`config.mk`:
```
export PLATFORM = sky130hd
export DESIGN_NAME = data_cache_ctrl
export DESIGN_NICKNAME = d
export VERILOG_FILES = /design/src/rtl/dc_pkg.sv /design/src/rtl/dc_tag_store.sv /design/src/rtl/data_cache_ctrl.sv
export SDC_FILE = /design/constraint.sdc
export NUM_CORES = 1
export LEC_CHECK = 0
export CAP_MARGIN = 25
export CORE_MARGIN = 2
export CORE_UTILIZATION = 45
export CTS_CLUSTER_DIAMETER = 50
export DETAILED_ROUTE_END_ITERATION = 7
export GPL_ROUTABILITY_DRIVEN = 0
export PLACE_DENSITY = 0.77
export RECOVER_POWER = 50
export SLEW_MARGIN = 30
export SYNTH_ARGS = -nofsm -noshare
export SYNTH_HDL_FRONTEND = slang
export SYNTH_SLANG_ARGS = --single-unit
export TNS_END_PERCENT = 5
```
`constraint.sdc`:
```
create_clock -name clk -period 2.9 [get_ports clk]
set_input_delay 0.58 -clock clk [delete_from_list [all_inputs] [get_ports clk]]
set_output_delay 0.58 -clock clk [all_outputs]
set_load 0.02 [all_outputs]
```
`src/rtl/dc_pkg.sv`:
```
// Shared types and width helpers for the direct-mapped data-cache controller.
package dc_pkg;

    // Controller FSM states
    typedef enum logic [2:0] {
        ST_IDLE   = 3'd0,
        ST_LOOKUP = 3'd1,
        ST_WB     = 3'd2,
        ST_RF     = 3'd3,
        ST_DONE   = 3'd4
    } dc_state_t;

    // DDR burst length field width
    localparam int BURST_LEN_W = 10;

    // Hit/miss statistics counter width
    localparam int STATS_W = 16;

    // Offset-within-line width
    function automatic int dc_offset_w(input int line_depth);
        return $clog2(line_depth);
    endfunction

    // Line-index width
    function automatic int dc_index_w(input int line_num);
        return $clog2(line_num);
    endfunction

    // Tag width: whatever remains of the word address above index and offset
    function automatic int dc_tag_w(input int addr_w, input int line_num, input int line_depth);
        return addr_w - $clog2(line_num) - $clog2(line_depth);
    endfunction

endpackage

```
`src/rtl/dc_tag_store.sv`:
```
// Per-line valid/dirty/tag state. One combinational lookup port reading the
// registered arrays, one synchronous update port. Reset clears every line.
module dc_tag_store #(
    parameter int LINE_NUM = 4,
    parameter int IW       = 2,
    parameter int TAG_W    = 10
) (
    input  logic             clk,
    input  logic             rst,
    input  logic [IW-1:0]    lk_index,
    output logic             lk_valid,
    output logic             lk_dirty,
    output logic [TAG_W-1:0] lk_tag,
    input  logic             up_en,
    input  logic [IW-1:0]    up_index,
    input  logic             up_valid,
    input  logic             up_dirty,
    input  logic [TAG_W-1:0] up_tag
);

    logic             valid_reg [LINE_NUM];
    logic             dirty_reg [LINE_NUM];
    logic [TAG_W-1:0] tag_reg   [LINE_NUM];

    generate
        for (genvar gi = 0; gi < LINE_NUM; gi++) begin : g_line
            // Each line updates only when the update port addresses it
            always_ff @(posedge clk or negedge rst) begin
                if (!rst) begin
                    valid_reg[gi] <= 1'b0;
                    dirty_reg[gi] <= 1'b0;
                    tag_reg[gi]   <= '0;
                end else if (up_en && (up_index == IW'(gi))) begin
                    valid_reg[gi] <= up_valid;
                    dirty_reg[gi] <= up_dirty;
                    tag_reg[gi]   <= up_tag;
                end
            end
        end
    endgenerate

    assign lk_valid = valid_reg[lk_index];
    assign lk_dirty = dirty_reg[lk_index];
    assign lk_tag   = tag_reg[lk_index];

endmodule

```
`src/rtl/data_cache_ctrl.sv`:
```
// Direct-mapped write-back, write-allocate data-cache controller: tag lookup,
// dirty-line write-back burst, refill burst and cache-array addressing.
// Optional build macro DC_STATS_EN adds saturating hit_cnt / miss_cnt outputs.
module data_cache_ctrl
    import dc_pkg::*;
#(
    parameter int LINE_NUM       = 4,
    parameter int LINE_DEPTH     = 16,
    parameter int DATA_WIDTH     = 16,
    parameter int ADDR_WIDTH_MEM = 16,
    parameter int DDR_ADDR_WIDTH = 28,
    parameter int DDR_SHIFT      = 3
) (
    input  logic                                   clk,
    input  logic                                   rst,
    input  logic                                   req_valid,
    output logic                                   req_ready,
    input  logic [ADDR_WIDTH_MEM-1:0]              req_addr,
    input  logic                                   req_we,
    output logic                                   resp_valid,
    output logic                                   resp_hit,
    output logic [$clog2(LINE_NUM*LINE_DEPTH)-1:0] resp_cache_addr,
    output logic                                   rd_burst_req,
    output logic [DDR_ADDR_WIDTH-1:0]              rd_burst_addr,
    output logic [BURST_LEN_W-1:0]                 rd_burst_len,
    input  logic                                   rd_burst_data_valid,
    input  logic [DATA_WIDTH-1:0]                  rd_burst_data,
    input  logic                                   rd_burst_finish,
    output logic                                   wr_burst_req,
    output logic [DDR_ADDR_WIDTH-1:0]              wr_burst_addr,
    output logic [BURST_LEN_W-1:0]                 wr_burst_len,
    input  logic                                   wr_burst_data_req,
    input  logic                                   wr_burst_finish,
    output logic                                   ca_wr_en,
    output logic [$clog2(LINE_NUM*LINE_DEPTH)-1:0] ca_wr_addr,
    output logic [DATA_WIDTH-1:0]                  ca_wr_data,
    output logic                                   ca_rd_en,
    output logic [$clog2(LINE_NUM*LINE_DEPTH)-1:0] ca_rd_addr,
    output logic                                   err_overflow
`ifdef DC_STATS_EN
    ,
    output logic [STATS_W-1:0]                     hit_cnt,
    output logic [STATS_W-1:0]                     miss_cnt
`endif
);

    localparam int OW    = dc_offset_w(LINE_DEPTH);
    localparam int IW    = dc_index_w(LINE_NUM);
    localparam int TAG_W = dc_tag_w(ADDR_WIDTH_MEM, LINE_NUM, LINE_DEPTH);
    localparam int IDX_W = OW + IW;
    localparam int CNT_W = OW + 1;
    localparam int EXT_W = ADDR_WIDTH_MEM + DDR_SHIFT;

    dc_state_t                 state_reg, state_next;
    logic [ADDR_WIDTH_MEM-1:0] addr_reg;
    logic                      we_reg;
    logic [CNT_W-1:0]          cnt_reg;
    logic                      rd_req_reg, wr_req_reg;
    logic [DDR_ADDR_WIDTH-1:0] rd_addr_reg, wr_addr_reg;
    logic                      ca_wr_en_reg, ca_rd_en_reg;
    logic [IDX_W-1:0]          ca_wr_addr_reg, ca_rd_addr_reg;
    logic [DATA_WIDTH-1:0]     ca_wr_data_reg;
    logic                      err_reg;

    logic [IW-1:0]             req_index;
    logic [TAG_W-1:0]          req_tag;
    logic                      lk_valid, lk_dirty, hit;
    logic [TAG_W-1:0]          lk_tag;
    logic                      up_en, up_valid, up_dirty;
    logic [TAG_W-1:0]          up_tag;
    logic                      cnt_in_line;
    logic [EXT_W-1:0]          new_ext, victim_ext;

    assign req_index   = addr_reg[IDX_W-1:OW];
    assign req_tag     = addr_reg[ADDR_WIDTH_MEM-1:IDX_W];
    assign hit         = lk_valid && (lk_tag == req_tag);
    assign cnt_in_line = (cnt_reg < CNT_W'(LINE_DEPTH));

    // DDR base addresses of the requested line and of the resident victim
    assign new_ext    = EXT_W'({req_tag, req_index, {OW{1'b0}}}) << DDR_SHIFT;
    assign victim_ext = EXT_W'({lk_tag, req_index, {OW{1'b0}}}) << DDR_SHIFT;

    dc_tag_store #(
        .LINE_NUM (LINE_NUM),
        .IW       (IW),
        .TAG_W    (TAG_W)
    ) u_tag_store (
        .clk      (clk),
        .rst      (rst),
        .lk_index (req_index),
        .lk_valid (lk_valid),
        .lk_dirty (lk_dirty),
        .lk_tag   (lk_tag),
        .up_en    (up_en),
        .up_index (req_index),
        .up_valid (up_valid),
        .up_dirty (up_dirty),
        .up_tag   (up_tag)
    );

    // FSM state register
    always_ff @(posedge clk or negedge rst) begin
        if (!rst) state_reg <= ST_IDLE;
        else      state_reg <= state_next;
    end

    // Next state, response strobes and tag-store updates
    always_comb begin
        state_next = state_reg;
        resp_valid = 1'b0;
        resp_hit   = 1'b0;
        up_en      = 1'b0;
        up_valid   = 1'b0;
        up_dirty   = 1'b0;
        up_tag     = lk_tag;
        case (state_reg)
            ST_IDLE: begin
                if (req_valid) state_next = ST_LOOKUP;
            end
            ST_LOOKUP: begin
                if (hit) begin
                    resp_valid = 1'b1;
                    resp_hit   = 1'b1;
                    up_en      = we_reg;
                    up_valid   = 1'b1;
                    up_dirty   = 1'b1;
                    state_next = ST_IDLE;
                end else if (lk_valid && lk_dirty) begin
                    state_next = ST_WB;
                end else begin
                    state_next = ST_RF;
                end
            end
            ST_WB: begin
                if (wr_burst_finish) begin
                    up_en      = 1'b1;
                    up_valid   = lk_valid;
                    up_dirty   = 1'b0;
                    state_next = ST_RF;
                end
            end
            ST_RF: begin
                if (rd_burst_finish) begin
                    up_en      = 1'b1;
                    up_valid   = 1'b1;
                    up_dirty   = we_reg;
                    up_tag     = req_tag;
                    state_next = ST_DONE;
                end
            end
            ST_DONE: begin
                resp_valid = 1'b1;
                state_next = ST_IDLE;
            end
            default: state_next = ST_IDLE;
        endcase
    end

    // Request capture, beat counter, burst handshakes and cache-array ports
    always_ff @(posedge clk or negedge rst) begin
        if (!rst) begin
            addr_reg       <= '0;
            we_reg         <= 1'b0;
            cnt_reg        <= '0;
            rd_req_reg     <= 1'b0;
            wr_req_reg     <= 1'b0;
            rd_addr_reg    <= '0;
            wr_addr_reg    <= '0;
            ca_wr_en_reg   <= 1'b0;
            ca_wr_addr_reg <= '0;
            ca_wr_data_reg <= '0;
            ca_rd_en_reg   <= 1'b0;
            ca_rd_addr_reg <= '0;
            err_reg        <= 1'b0;
        end else begin
            ca_wr_en_reg <= 1'b0;
            ca_rd_en_reg <= 1'b0;
            rd_req_reg   <= (state_reg == ST_RF) && !rd_burst_finish;
            wr_req_reg   <= (state_reg == ST_WB) && !wr_burst_finish;
            case (state_reg)
                ST_IDLE: begin
                    if (req_valid) begin
                        addr_reg <= req_addr;
                        we_reg   <= req_we;
                    end
                end
                ST_LOOKUP: begin
                    cnt_reg <= '0;
                    if (!hit) begin
                        rd_addr_reg <= DDR_ADDR_WIDTH'(new_ext);
                        wr_addr_reg <= DDR_ADDR_WIDTH'(victim_ext);
                    end
                end
                ST_WB: begin
                    if (wr_burst_data_req && cnt_in_line) begin
                        ca_rd_en_reg   <= 1'b1;
                        ca_rd_addr_reg <= {req_index, cnt_reg[OW-1:0]};
                    end
                    // A finish in the same cycle as the last request still
                    // issues that read; the counter restarts for the refill
                    if (wr_burst_finish)
                        cnt_reg <= '0;
                    else if (wr_burst_data_req && cnt_in_line)
                        cnt_reg <= cnt_reg + CNT_W'(1);
                end
                ST_RF: begin
                    if (rd_burst_data_valid) begin
                        if (cnt_in_line) begin
                            ca_wr_en_reg   <= 1'b1;
                            ca_wr_addr_reg <= {req_index, cnt_reg[OW-1:0]};
                            ca_wr_data_reg <= rd_burst_data;
                            cnt_reg        <= cnt_reg + CNT_W'(1);
                        end else begin
                            err_reg <= 1'b1;
                        end
                    end
                end
                default: ;
            endcase
        end
    end

    assign req_ready       = (state_reg == ST_IDLE);
    assign resp_cache_addr = addr_reg[IDX_W-1:0];
    assign rd_burst_req    = rd_req_reg;
    assign rd_burst_addr   = rd_addr_reg;
    assign rd_burst_len    = rd_req_reg ? BURST_LEN_W'(LINE_DEPTH) : '0;
    assign wr_burst_req    = wr_req_reg;
    assign wr_burst_addr   = wr_addr_reg;
    assign wr_burst_len    = wr_req_reg ? BURST_LEN_W'(LINE_DEPTH) : '0;
    assign ca_wr_en        = ca_wr_en_reg;
    assign ca_wr_addr      = ca_wr_addr_reg;
    assign ca_wr_data      = ca_wr_data_reg;
    assign ca_rd_en        = ca_rd_en_reg;
    assign ca_rd_addr      = ca_rd_addr_reg;
    assign err_overflow    = err_reg;

`ifdef DC_STATS_EN
    logic [STATS_W-1:0] hit_cnt_reg, miss_cnt_reg;

    // Saturating hit/miss counters, stepped on each completion pulse
    always_ff @(posedge clk or negedge rst) begin
        if (!rst) begin
            hit_cnt_reg  <= '0;
            miss_cnt_reg <= '0;
        end else if (resp_valid) begin
            if (resp_hit && (hit_cnt_reg != '1))
                hit_cnt_reg <= hit_cnt_reg + STATS_W'(1);
            if (!resp_hit && (miss_cnt_reg != '1))
                miss_cnt_reg <= miss_cnt_reg + STATS_W'(1);
        end
    end

    assign hit_cnt  = hit_cnt_reg;
    assign miss_cnt = miss_cnt_reg;
`endif

endmodule

```
== After elaboration in Yosys (flattened, before gate mapping) ==
Cells that the tools add are included.

* Register bits: 130
* Input bits: 40
* Output and inout bits: 118
* Logic and storage cells: 107

* Add/sub/neg operators: 1
* Magnitude comparators: 2
* Equality and inequality tests: 14
* Muxes and demuxes: 40
* Bitwise operators: 3
* Reduce and logical (&&, ||, !) cells: 21

{| class="wikitable"
|+ Operator list
! operator !! count
|-
| 10-bit 2-to-1 mux || 4
|-
| 5-bit 2-to-1 mux || 6
|-
| 10-bit binary-select mux with 2-bit select || 1
|-
| 1-bit 2-to-1 mux || 17
|-
| 5-bit case mux with 3 select lines || 1
|-
| 3-bit case mux with 4 select lines || 1
|-
| 10-bit equality test || 1
|-
| 2-bit inequality test (second input constant) || 5
|-
| 1-bit logical AND || 9
|-
| 3-bit 2-to-1 mux || 3
|-
| 3-bit AND reduction || 3
|-
| 3-bit by 2-bit equality test with 1-bit output (second input constant) || 2
|-
| 1-bit case mux with 3 select lines || 2
|-
| 2-bit AND reduction || 3
|-
| 5-bit by 1-bit adder with 5-bit output (second input constant) || 1
|-
| 5-bit less-than comparator (second input constant) || 1
|-
| 1-bit binary-select mux with 2-bit select || 2
|-
| 2-bit equality test (second input constant) || 2
|-
| 1-bit case mux with 2 select lines || 2
|-
| 4-bit AND reduction || 1
|-
| 3-bit by 1-bit equality test with 1-bit output (second input constant) || 1
|-
| 3-bit equality test (second input constant) || 1
|-
| 3-bit greater-or-equal comparator (second input constant) || 1
|-
| 3-bit zero test || 1
|-
| 8 further kinds || 10
|}

== Logic depth before layout (Yosys ltp) ==
Gate-level depths: netlist (run 1).

* Word-level depth: 9
* Depth in mapped cells: 10

== Modules after synthesis ==
A second synthesis (run 1) with hierarchy kept.

* Cells, all modules: 424
* Area total of the unflattened synthesis: 6088.3 um^2

{| class="wikitable"
|+ Modules (own cells, without submodules)
! module !! instances !! cells an instance !! area each (um^2)
|-
| data_cache_ctrl || 1 || 306 || 4005.1
|-
| dc_tag_store || 1 || 118 || 2083.2
|}

== Least setup slack after synthesis (run 1) ==
Ideal clock, no wire load.

* Path type: reg-to-output
* Start point: reg addr_reg[4]
* End point: out resp_valid
* Data arrival time: 2762 ps
* Data required time: 2320 ps
* Setup slack: -442 ps
* Stages on the path, launching flop included: 9
* Buffers on the path: 2
* Cells stage by stage: dfrtp_1 -> buf_2 -> mux4_2 -> xnor2_1 -> nand4_1 -> or3_1 -> buf_6 -> or4b_1 -> a21oi_1

* Longest elaborated chain between the ends: 8
* Elaborated cells on any way between the ends: 11
* Those cells by class: eq/ne: 1; mux: 8; bitwise: 1; reduce/logical: 1

{| class="wikitable"
|+ RTL lines
! what !! line !! text
|-
| start: declaration || data_cache_ctrl.sv:55 || <nowiki>logic [ADDR_WIDTH_MEM-1:0] addr_reg;</nowiki>
|-
| start signal: assignment || data_cache_ctrl.sv:183 || <nowiki>addr_reg <= req_addr;</nowiki>
|-
| 2-bit inverter with 3-bit output (not written as such) (*) || dc_tag_store.sv:42, dc_tag_store.sv:44 ||
|-
| 10-bit binary-select mux with 2-bit select || dc_tag_store.sv:44 || <nowiki>assign lk_tag = tag_reg[lk_index];</nowiki>
|-
| 10-bit 2-to-1 mux (not written as such) (2 in a row) || dc_tag_store.sv:44 ||
|-
| 10-bit equality test || data_cache_ctrl.sv:76 || <nowiki>assign hit = lk_valid && (lk_tag == req_tag);</nowiki>
|-
| 1-bit logical AND (*) || data_cache_ctrl.sv:76 ||
|-
| 1-bit 2-to-1 mux (*) || data_cache_ctrl.sv:121 || <nowiki>if (hit) begin</nowiki>
|-
| 1-bit case mux with 2 select lines (*) || data_cache_ctrl.sv:116 || <nowiki>case (state_reg)</nowiki>
|-
| end: declaration || data_cache_ctrl.sv:20 || <nowiki>output logic resp_valid,</nowiki>
|}

Mark *: on every way between the ends. The rest lies on a longest branch, timed or not. The select of a mux whose other input is x is not followed.

== Final worst setup path (run 1) ==
Ends and elaborated chain as after synthesis.

==> impl_metrics.toml, run 1 <==
[setup_path]
r2r_end = "wr_burst_addr[17]"
critPathCaptureType = "output port"
crit_type = "reg2out"
cp_num_buf_inv = 2
regToRegStartpoint = "addr_reg[4]"
cp.required_ns = 2.32
crit_end = "resp_valid"
crit_arrival_ns = 3.09
crit_path_max_incr_delay_ns = 0.53
worst-path-stages = 8
regToRegSetupSlack_ns = -0.19
r2r_cells = 11
slowest_stage = "mux4_2"
critPathLaunchType = "register"
crit_start = "addr_reg[4]"
crit_family = "simple AND/OR/NAND/NOR gates"
crit_fanout = 7
path_cells = "buf_12 -> mux4_2 -> xnor2_1 -> nand4_1 -> or3_4 -> or4b_4 -> a21oi_4 -> buf_6"

[logic_synthesis]
yosysWarningCount = 0
ys.flop_type = "dfrtp_1"
synth.largest_area_cell = "dfrtp_1"
syn_area_mm2 = 0.00616
synth-edff-count = 0
syn_area_per_cell_um2 = 13.1
synth_seq_cells = 128
synth_cells = 471
synth_cell_type_count = 45
async_flop_share_pct = 100
synth_seq_area_share_pct = 52.0
yosys.area.top_type_share_pct = 52.0
post_synth_main_area_contributors = "dfrtp_1 52%, mux2_2 18%, buf_4 7.6%"

[timing]
grt_setup_unrepaired = "true"
hold_viol = 0
skew_ns = 0.00808
final.setup.worst_slack_ns = -0.765
timing.hold.ws_ns = 0.418
min_period_ns = 3.67
setup_viol = 64
fmax_mhz = 273
finalCritPeriodShare_pct = 126
slew-limit-headroom_pct = 18.0
final_max_slew_viol_count = 0
max_slew.worst_pin.slew_ns = 1.23

[cells_and_area]
layout.nets = 671
area_delta_synth_final_pct = 37.5
largest_reg_flops = 40
design_area_mm2 = 0.00847
drive_gt1_share_pct = 36.5
diodes = 0
final_cells = 819

[placement]
dp.cells = 780
place_area_mm2 = 0.00759
place_hpwl_um = 10100
io_buffers = 107

[floorplan]
die-area_mm2 = 0.0146
core_mm2 = 0.0133
pin_count = 158
chipWidth_um = 121
rows = 42
initial_core_util_pct = 46.3
die_h_um = 121

[global_route]
grt_pass1_wl_um = 22500
grt_pass1_vias = 4345
track_usage_pct = 20.1
antenna_found_initial = 0
grt_max_degree = 50
overflow = 0

[clock_tree]
cts-htree-levels = 4
path_clk_slew_ns = 0.05
hold_buffers = 0
clock_latency_ns = 0.42
numClockSinks = 128
cts_buffer_depth = 2
cts_tree = "done"
cts_root_buffer = "clkbuf_16"
numCtsBuffers = 17

[power_and_ir_drop]
p_int_w = 0.00643
ir_drop_v = 0.000671
p_leak_nw = 3.89
comb_power_share_pct = 46.0
swShare_pct = 34.1
clockPowerShare_pct = 23.9
power_frac_seq_pct = 30.1
power.switching_w = 0.00333
p_per_area_mw_per_mm2 = 1150
power_w = 0.00975

[detailed_routing]
drc_errors = 0
wl_per_cell_um = 18.2
dr.first_iter.drc_count = 161
detail-route-antenna-nets = 0
drt-pass1-iter-count = 4
vias = 4216
routed_wl_um = 14900
viasPerCell = 5.15

[outcome]
status = "complete, but fails checks"
violations = "setup timing"

[run]
drv_cap = 0

[worst_hold_path]
hp-class = "in2async"
-- cells in the final DEF, fill, tap and decap left out, drive strengths merged, types with 10 or more instances in the layout --
cell           instances
conb                  50
inv                   10
mux4                  10
a21oi                 12
mux2                 111
buf                   64
dfrtp                128
clkdlybuf4s50        104
nand2                 22
clkbuf                26
o21ai                 15
-- per-layer routing --
layer | vias up | track usage (%) | wire (um)
met1 | 2123 | 24.8 | 6170
met4 | 0 | 8.94 | 348
li1 | 1884 | - | -
met5 | - | 0 | 0
met2 | 180 | 32.9 | 7540
met3 | 29 | 5.87 | 885
-- kinds of logic after synthesis --
| logic type | synth area share (%) |
|---|---|
| other | 0.0609 |
| flip-flops | 52.0 |
| XOR/XNOR | 1.14 |
| multiplexers | 25.7 |
| AO/OA/AOI/OAI | 5.51 |
| adder cells (fa/ha/maj) | 0.203 |
| buffers and inverters | 9.67 |
| AND/OR/NAND/NOR | 5.71 |
-- worst min path at each step --
| stage | slack (ns) | end | startpoint | depth (start not counted) |
|---|---|---|---|---|
| after floorplan | 0.28 | addr_reg[0] | rst | 0 |
| after global placement | 0.47 | ca_rd_addr[4] | ca_rd_addr[4] | 2 |
| after detailed placement | 0.48 | u_tag_store.dirty_reg[1] | u_tag_store.dirty_reg[1] | 1 |
| after CTS | 0.20 | ca_rd_addr[0] | rst | 1 |
| after global routing | 0.51 | rd_burst_req | rst | 1 |
| final | 0.42 | rd_burst_req | rst | 1 |
-- power groups by stage --
stage	Sequential, W	Combinational (W)	Clock [W]
after CTS	0.00291	0.00418	0.00236
after detailed placement	0.00293	0.00414	0
final	0.00294	0.00448	0.00233
after floorplan	0.00313	0.00225	0
after global placement	0.00289	0.00403	0
after global routing	0.00302	0.00477	0.00245
-- Yosys cell counts (2+ instances only) --
| library cell | count |
|---|---|
| or2_2 | 2 |
| or4_1 | 2 |
| mux2_2 | 101 |
| mux2_4 | 10 |
| o32ai_1 | 2 |
| inv_1 | 9 |
| nor2b_1 | 4 |
| or3_1 | 2 |
| clkbuf_1 | 13 |
| o21ai_4 | 3 |
| a32o_1 | 3 |
| nor2_1 | 8 |
| o22ai_1 | 3 |
| nand2_1 | 22 |
| nor3_1 | 4 |
| mux2i_1 | 7 |
| buf_4 | 62 |
| buf_6 | 3 |
| o21ai_0 | 11 |
| xnor2_1 | 8 |
| nand2b_1 | 7 |
| a21oi_1 | 12 |
| o31ai_1 | 3 |
| and3_1 | 3 |
| dfrtp_1 | 128 |
| mux4_2 | 10 |
| and2_1 | 4 |
| nand4_1 | 5 |
| buf_2 | 2 |
| nand3_1 | 3 |
-- area by class of cell --
class	count	area [um2]
flip-flops and latches	128	3200
repair buffers	172	1620
clock buffers	22	464
multi-input cells	302	2750
clock inverters	10	181
well taps	176	220
fillers	1014	4830
inverters	9	33.8
-- timing repair --
item	CTS	global route
pin swaps	0	5
hold endpoints to repair	0	0
endpoints found under the setup margin	12	64
buffers inserted	0	7
gates resized for setup	12	52
-- worst reg2reg max path, delay by kind of cell (launching register included) --
family,cells,cell delay [ns]
muxes,2,0.90
buffers and inverters,5,0.75
and+or+nand+nor,2,0.58
DFF,1,0.41
xor gates and xnor gates,1,0.18
AOI/OAI and AO/OA,1,0.15
-- metrics by stage --
stage               worst slack (ns)  util [%]  TNS [ns]
floorplan                     -0.208         -    -0.208
global placement              -0.732      57.1     -1.25
detailed placement            -0.776      57.1     -1.43
CTS                           -0.730      62.0     -1.31
global route                  -0.886      63.7    -15.30
finish                        -0.765      63.7     -8.01
Power figures use the tool's default switching activity.
==> inputs of run 2 (changes only) <==
--- a/config.mk
+++ b/config.mk
@@ -8,7 +8,7 @@
 export CAP_MARGIN = 25
 export CORE_MARGIN = 2
 export CORE_UTILIZATION = 45
-export CTS_CLUSTER_DIAMETER = 50
+export CTS_CLUSTER_DIAMETER = 120
 export DETAILED_ROUTE_END_ITERATION = 7
 export GPL_ROUTABILITY_DRIVEN = 0
 export PLACE_DENSITY = 0.77
==> results of run 2 <==
The final DEF is identical to that of run 1; final timing and power are the same.
